--- src/rtl/regfile_pkg.sv ---
// Shared constants and helpers for the multi-port MIPS register file.
package regfile_pkg;

    localparam int RF_DWIDTH    = 32;
    localparam int RF_DEPTH     = 32;
    localparam int RF_NRD       = 2;
    localparam int RF_ZERO_ADDR = 0;

    // Address width for a given register count; never narrower than one bit.
    function automatic int rf_addr_width(input int depth);
        return (depth > 1) ? $clog2(depth) : 1;
    endfunction

endpackage

--- src/rtl/regfile_scoreboard.sv ---
// Pending-write bitmap: decode reserves a register, either writeback port releases it.
module regfile_scoreboard
    import regfile_pkg::*;
#(
    parameter int DEPTH = RF_DEPTH,
    parameter int NRD   = RF_NRD,
    localparam int AW   = rf_addr_width(DEPTH)
) (
    input  logic            clk,
    input  logic            rst,
    input  logic            rsv_en,
    input  logic [AW-1:0]   rsv_addr,
    input  logic            clr0_en,
    input  logic [AW-1:0]   clr0_addr,
    input  logic            clr1_en,
    input  logic [AW-1:0]   clr1_addr,
    input  logic [NRD*AW-1:0] ra,
    output logic [NRD-1:0]  busy
);

    logic [DEPTH-1:0] pending_r;
    logic [DEPTH-1:0] pending_nxt_s;

    // Next pending state: a reservation beats a release on the same register.
    always_comb begin
        pending_nxt_s = pending_r;
        for (int i = 0; i < DEPTH; i++) begin
            if (i == RF_ZERO_ADDR) begin
                pending_nxt_s[i] = 1'b0;
            end else begin
                pending_nxt_s[i] = (rsv_en && (rsv_addr == AW'(i))) ||
                                   (pending_r[i] &&
                                    !(clr0_en && (clr0_addr == AW'(i))) &&
                                    !(clr1_en && (clr1_addr == AW'(i))));
            end
        end
    end

    // Pending bitmap register with synchronous reset.
    always_ff @(posedge clk) begin
        if (rst) begin
            pending_r <= {DEPTH{1'b0}};
        end else begin
            pending_r <= pending_nxt_s;
        end
    end

    // Busy lookup per read port; depends on registered state only.
    always_comb begin
        busy = {NRD{1'b0}};
        for (int i = 0; i < NRD; i++) begin
            busy[i] = pending_r[ra[i*AW +: AW]];
        end
    end

endmodule

--- src/rtl/regfile_mp.sv ---
// N-read / 2-write register file with r0 hard-wired to zero and a pending-write scoreboard.
// Define REGFILE_BYPASS_EN to forward same-cycle write data to matching read ports.
module regfile_mp
    import regfile_pkg::*;
#(
    parameter int DWIDTH = RF_DWIDTH,
    parameter int DEPTH  = RF_DEPTH,
    parameter int NRD    = RF_NRD,
    localparam int AW    = rf_addr_width(DEPTH)
) (
    input  logic                  clk,
    input  logic                  rst,
    input  logic [NRD*AW-1:0]     ra,
    output logic [NRD*DWIDTH-1:0] rd,
    output logic [NRD-1:0]        rd_busy,
    input  logic                  we0,
    input  logic [AW-1:0]         wa0,
    input  logic [DWIDTH-1:0]     wd0,
    input  logic                  we1,
    input  logic [AW-1:0]         wa1,
    input  logic [DWIDTH-1:0]     wd1,
    input  logic                  rsv_en,
    input  logic [AW-1:0]         rsv_addr
);

    localparam logic [AW-1:0] ZERO_A = AW'(RF_ZERO_ADDR);

    (* ram_style = "distributed" *) logic [DWIDTH-1:0] regs_r [DEPTH];

    logic           wr0_s;
    logic           wr1_s;
    logic           rsv_s;
    logic [NRD-1:0] sb_busy_s;

    assign wr0_s = we0 && (wa0 != ZERO_A);
    assign wr1_s = we1 && (wa1 != ZERO_A);
    assign rsv_s = rsv_en && (rsv_addr != ZERO_A);

    // Storage update; port 1 is written last so it wins an address conflict.
    always_ff @(posedge clk) begin
        if (rst) begin
            for (int i = 0; i < DEPTH; i++) begin
                regs_r[i] <= {DWIDTH{1'b0}};
            end
        end else begin
            if (wr0_s) begin
                regs_r[wa0] <= wd0;
            end
            if (wr1_s) begin
                regs_r[wa1] <= wd1;
            end
        end
    end

    regfile_scoreboard #(
        .DEPTH (DEPTH),
        .NRD   (NRD)
    ) u_scoreboard (
        .clk       (clk),
        .rst       (rst),
        .rsv_en    (rsv_s),
        .rsv_addr  (rsv_addr),
        .clr0_en   (wr0_s),
        .clr0_addr (wa0),
        .clr1_en   (wr1_s),
        .clr1_addr (wa1),
        .ra        (ra),
        .busy      (sb_busy_s)
    );

    // Asynchronous read ports with optional write-through forwarding.
    always_comb begin
        rd      = {(NRD*DWIDTH){1'b0}};
        rd_busy = sb_busy_s;
        for (int i = 0; i < NRD; i++) begin
            if (ra[i*AW +: AW] == ZERO_A) begin
                rd[i*DWIDTH +: DWIDTH] = {DWIDTH{1'b0}};
            end
`ifdef REGFILE_BYPASS_EN
            else if (wr1_s && (wa1 == ra[i*AW +: AW])) begin
                rd[i*DWIDTH +: DWIDTH] = wd1;
                rd_busy[i]             = 1'b0;
            end else if (wr0_s && (wa0 == ra[i*AW +: AW])) begin
                rd[i*DWIDTH +: DWIDTH] = wd0;
                rd_busy[i]             = 1'b0;
            end
`endif
            else begin
                rd[i*DWIDTH +: DWIDTH] = regs_r[ra[i*AW +: AW]];
            end
        end
    end

endmodule

--- config.mk ---
export PLATFORM = sky130hd
export DESIGN_NAME = regfile_mp
export DESIGN_NICKNAME = d
export VERILOG_FILES = /design/src/rtl/regfile_pkg.sv /design/src/rtl/regfile_scoreboard.sv /design/src/rtl/regfile_mp.sv
export SDC_FILE = /design/constraint.sdc
export NUM_CORES = 2
export LEC_CHECK = 0
export ABC_AREA = 1
export CELL_PAD_IN_SITES_DETAIL_PLACEMENT = 0
export CELL_PAD_IN_SITES_GLOBAL_PLACEMENT = 1
export CORE_MARGIN = 5
export CORE_UTILIZATION = 30
export DETAILED_ROUTE_END_ITERATION = 12
export GPL_ROUTABILITY_DRIVEN = 0
export HOLD_SLACK_MARGIN = 0.08
export PLACE_DENSITY = 0.54
export SYNTH_ARGS = -nofsm -noshare
export SYNTH_HDL_FRONTEND = slang
export SYNTH_SLANG_ARGS = --single-unit
--- constraint.sdc ---
create_clock -name clk -period 4.1 [get_ports clk]
set_input_delay 0.82 -clock clk [delete_from_list [all_inputs] [get_ports clk]]
set_output_delay 0.82 -clock clk [all_outputs]
set_load 0.03 [all_outputs]
==> flow_metrics.env <==
export IMPL_async_flop_share_pct=0
export IMPL_avgSynthCellArea_um2=7.648
export IMPL_cp_end_kind="output port"
export IMPL_path_max_fanout=14
export IMPL_netlist_area_um2=63670
export IMPL_cts_buffers=141
export IMPL_grt_pass1_wl_um=542200
export IMPL_post_synth_top_count_cell="nand2_1"
export IMPL_cts_num_sinks=1055
export IMPL_htreeDepth=4
export IMPL_yosys_top_cells_count="2,843 x nand2_1, 1,723 x nand3_1, 1,024 x edfxtp_1"
export IMPL_rsz0062_at_grt="false"
export IMPL_startpoint="ra[2]"
export IMPL_die_area_um2=221500
export IMPL_post_route_min_period_ps=3977
export IMPL_whs_path_depth=2
export IMPL_vdd_drop_max_mv=0.4511
export IMPL_p_sw_uw=9520
export IMPL_synthToLayoutAreaGrowth_pct=20.01
export IMPL_crit_arrival_ps=3160
export IMPL_final_antenna_net_count=0
export IMPL_multiInputGateArea_um2=28640
export IMPL_cts_resized=0
export IMPL_whs_ps=487.7
export IMPL_drc=0
export IMPL_clock_root_buffer="clkbuf_16"
export IMPL_grt_antenna_before_repair=27
export IMPL_crit_type="input pin to output port"
export IMPL_synth_top_area_share_pct=48.30
export IMPL_finalSetupViolCount=0
export IMPL_grt_overflow=0
export IMPL_yosys_warnings=0
export IMPL_r2r_cells=2
export IMPL_finalSetupTns_ps=0
export IMPL_io_buffer_count=159
export IMPL_avgRoutedWirePerCell_um=35.71
export IMPL_r2r_start="u_scoreboard.pending_r[8]"
export IMPL_reg2reg_slack_ps=3140
export IMPL_track_usage_pct=34.78
export IMPL_power_share_combinational_pct=17.5
export IMPL_ys_ff_latch=1055
export IMPL_grt_max_degree=115
export IMPL_synth_edff_count=1024
export IMPL_placed_cell_area_um2=71870
export IMPL_ys_types=30
export IMPL_first_global_vias=64490
export IMPL_die_w_um=470.7
export IMPL_cts_tree="built"
export IMPL_hp_start="u_scoreboard.pending_r[9]"
export IMPL_max_freq_ghz=0.2514
export IMPL_cp_required_ps=3280
export IMPL_dp_hpwl_um=241400
export IMPL_p_leak_uw=0.02931
export IMPL_power_density_nw_per_um2=404.2
export IMPL_firstDrtPassIters=8
export IMPL_drtIter0Drc=10220
export IMPL_post_cts_buffers=0
export IMPL_hold_viol=0
export IMPL_io_pins=160
export IMPL_cts_hold_buf=0
export IMPL_sw_frac_of_total_pct=30.83
export IMPL_p_seq_share_pct=41.6
export IMPL_n_fill_cell=21880
export IMPL_drv_cap=0
export IMPL_fin_crit_sh_pct=97.00
export IMPL_slew_viol_final=0
export IMPL_routed_wl_um=401300
export IMPL_startpoint_type="input pin"
export IMPL_ys_top_cells_by_area="edfxtp_1 48%, nand2_1 17%, nand3_1 14%, o22ai_1 5.7%, o21ai_0 3.7%"
export IMPL_cts_buffer_depth=3
export IMPL_clk_latency_ps=840
export IMPL_worstMarginPinSlew_ps=1220
export IMPL_clkPwrFrac_pct=40.9
export IMPL_synthFlopType="edfxtp_1"
export IMPL_clock_skew_ps=0
export IMPL_hold_path_class="flop to flop"
export IMPL_core_rowCount=169
export IMPL_routed_via_density=6.105
export IMPL_max_slew_margin_pct=18.34
export IMPL_status="complete, no violations"
export IMPL_path_clk_slew_ps=60
export IMPL_seq_area_um2=31370
export IMPL_internal_power_uw=21360
export IMPL_die_h_um=470.7
export IMPL_seq_area_frac_synth_pct=49.27
export IMPL_yosysTopAreaCell="edfxtp_1"
export IMPL_layout_nets=8390
export IMPL_start_util_pct=30.08
export IMPL_core_um2=211700
export IMPL_drive_above_1_share_pct=10.12
export IMPL_via_count=68590
export IMPL_fin_area_um2=76410
export IMPL_netlist_instances=8324
[cell type report]
type / instances / area share [%]
Tap cell: 2821 / 4.620
Clock buffer: 178 / 4.939
Antenna cell: 7 / 0.02293
Inverter: 176 / 0.9318
Timing Repair Buffer: 632 / 9.960
Multi-Input combinational cell: 6290 / 37.49
Clock inverter: 77 / 0.9825
Sequential cell: 1055 / 41.06
[per-layer routing]
layer	part of all wire (%)	vias to the layer above	global-route usage (%)	wire length, µm
met5	0.013	-	0	54
met4	6.4	8	19.34	25630
met3	11	1133	8.894	43360
met2	44	4780	53.50	176300
met1	39	33820	44.58	155900
li1	-	28850	-	-
[registers in the layout, indices dropped and copies added (netlist names)]
name                    cells
regs_r                   1024
u_scoreboard.pending_r     31
[path summary, 6_finish.rpt]
path,endpoint
setup reg to reg,u_scoreboard.pending_r[8]
hold / removal,u_scoreboard.pending_r[9]
hold reg to reg,u_scoreboard.pending_r[9]
setup / recovery,rd[8]
[cells by family (layout without fill, tap and decap cells)]
logic type	count (synthesis)	in the layout	synth area share [%]
flops	1055	1055	49.27
other cells	1	39	0.005890
buf+inv	1010	1063	6.436
compound gates	1279	1279	11.24
simple gates	4979	4979	33.04
[cell usage in the layout, fill, tap and decap left out, drive strengths merged]
master,count
nand2,2850
nand3,1723
edfxtp,1024
o21ai,586
o22ai,576
buf,550
nor2,378
clkbuf,178
inv,148
a21oi,105
clkinv,92
clkdlybuf4s50,82
conb,32
dfxtp,31
nand4,17
bufinv,12
o211ai,11
nor3,10
diode,7
nand3b,1
a211oi,1
clkinvlp,1
[power groups by stage]
stage               clock (µW)  sequential (µW)  combinational [µW]
CTS                      12700            12800                5300
global route             13100            12900                5660
finish                   12600            12900                5410
floorplan                    0            12900                2600
detailed placement           0            13100                5290
global placement             0            13100                5310
[worst max-delay path, stage by stage]
cell     delay [ps]
buf_6           320
buf_4           280
nor3_1          130
nand3_2         200
buf_12          280
nand2_1         180
nor2_1          680
buf_12          200
[through the flow]
stage	std cells	total power, µW	setup slack [ps]	utilization (%)
floorplan	8355	15550	15.27	-
global placement	10970	18360	123.1	33.95
detailed placement	10970	18340	145.2	33.95
CTS	11230	30820	125.5	36.09
global route	11230	31670	140.0	36.09
finish	11240	30880	122.9	36.10
Power figures use the tool's default switching activity.
==> RTL edit: new RTL, same settings <==
The package constant `RF_DEPTH` goes from 32 to 16.
--- a/src/rtl/regfile_pkg.sv
+++ b/src/rtl/regfile_pkg.sv
@@ -3,5 +3,5 @@
 
     localparam int RF_DWIDTH    = 32;
-    localparam int RF_DEPTH     = 32;
+    localparam int RF_DEPTH     = 16;
     localparam int RF_NRD       = 2;
     localparam int RF_ZERO_ADDR = 0;
Ports: changed (resized ra, rsv_addr, wa0 and wa1); port bits go from 160 to 155. No check against the original RTL was run, so the function may have changed too.
==> RTL edit against the original RTL <==
Critical path depth grew 1; non-clock buffer count shrank 338; total power shrank 50%; wire length shrank 60%; sequential cell count shrank 528; core utilization grew 0.36 points; worst setup slack gained 0.30 ns; design area shrank 50%; sequential power shrank 50%; synthesized area shrank 50%; final cell count shrank 49%.
==> RTL edit: results (changes against the original RTL) <==
worst r2r src u_scoreboard.pending_r[13]; crit path DAT 2.86 ns (-0.30 ns); Iter 0 DRT Violations 3340 (-67%); Crit Path Max Fanout 13 (-1); number of global-route vias before repair 29900 (-54%); wire length on met3 13200 um (-70%); ant diodes 0 (-7); drt pass-1 iters 7 (-1); Synth cell types 28 (-6.7%); drt wl/cell 28.4 um (-20%); min setup slack post-route 0.421 ns (+0.298 ns); Max-slew headroom 38.0% (+20 points); Highest Signal Layer met4; I/O Buffers 154 (-3.1%); Placed Cells 5577 (-49%); Worst Min Path Start u_scoreboard.pending_r[3]; largest cells by area after synthesis edfxtp_1 48%, nand2_1 19%, o22ai_1 8.2%, nand3_1 8.0%, inv_1 5.0%; Adder-Cell Fraction of Synth Area 0% (unchanged); first-pass GRT wire length 227000 um (-58%); postcts setup bufs 0 (unchanged); Final Net Count 4347 (-48%); FILL cells 10900 (-50%); leak pwr 16.2 nW (-45%); Post-DP HPWL 96400 um (-60%); Synth Area in Compound Gates 11.8% (+0.52 points); Clk Latency, worst-skew pair 0.63 ns (-0.21 ns); final hold slack 0.486 ns (-0.00135 ns); Met1 Wirelength 72000 um (-54%); met2 WL post-DR 72200 um (-59%); Post-synth EDFFs 512 (-50%); Non-Filler Instances 5702 (-49%); largest net degree at the start of global routing 84 (-27%); H-tree depth 3 (-1); Post-DP Area 0.0363 sq mm (-49%); Avg Inst Size Synth 7.56 sq um (-1.1%); maximum vdd drop 0.256 mV (-43%); Post-synth top cells 1659 x nand2_1, 512 x edfxtp_1, 509 x nand3_1, 425 x inv_1, 417 x o22ai_1; pre-CTS setup slack 0.466 ns (+0.321 ns); antenna violations before repair 2 (-93%); CTS Buf Count 70 (-50%); post-synthesis sequential area ratio 49.0% (-0.24 points); Yosys top cell area share 48.1% (-0.20 points); outcome finished, final reports clean
## RTL edit: report_power, final
part           internal (mW)  total (mW)  switching [mW]  leakage (nW)
combinational          0.965        2.94            1.98          10.1
clock                   3.50        6.10            2.60          1.06
sequential              6.29        6.44           0.149          5.07
total                   10.8        15.5            4.72          16.2
## RTL edit: per-layer routing
metal | global-route usage (%) | vias to the layer above
met4 | 7.81 | 0
met2 | 43.6 | 1522
met5 | 0 | -
met3 | 4.48 | 258
met1 | 39.8 | 15400
li1 | - | 14200
## RTL edit: worst max-delay path, cell delays in order
cell     delay [ns]
buf_2          0.11
inv_2          0.20
nor2_4         0.46
buf_4          0.44
nand2_1        0.10
nand2_1        0.07
inv_1          0.03
a21oi_1        0.42
buf_12         0.19
## RTL edit: cells by family (layout without fill, tap and decap cells)
group / after synthesis / count (layout)
AOI/OAI and AO/OA: 642 / 642
buffers and inverters: 796 / 850
DFF: 527 / 527
other: 1 / 32
and+or+nand+nor: 2260 / 2260
## RTL edit: cell type report
class	instances	area, sq um	area share (%)
Sequential cell	527	15700	40.7
Clock buffer	86	1880	4.87
Timing Repair Buffer	294	3850	10.0
Inverter	431	1640	4.25
Clock inverter	39	302	0.783
Multi-Input combinational cell	2934	13400	34.8
Tap cell	1391	1740	4.52
## RTL edit: worst paths after layout
kind,cells after the start,to
worst max register to register,2,u_scoreboard.pending_r[13]
worst min register to register,2,u_scoreboard.pending_r[3]
worst max-delay path,9,rd[5]
worst min-delay path,2,u_scoreboard.pending_r[3]
## RTL edit: per-stage QoR
stage                     utilization [%]  power [mW]
after floorplan                         -        8.00
after global placement               34.4        9.49
after detailed placement             34.4        9.48
after CTS                            36.5        15.6
after global routing                 36.5        16.0
final                                36.5        15.5
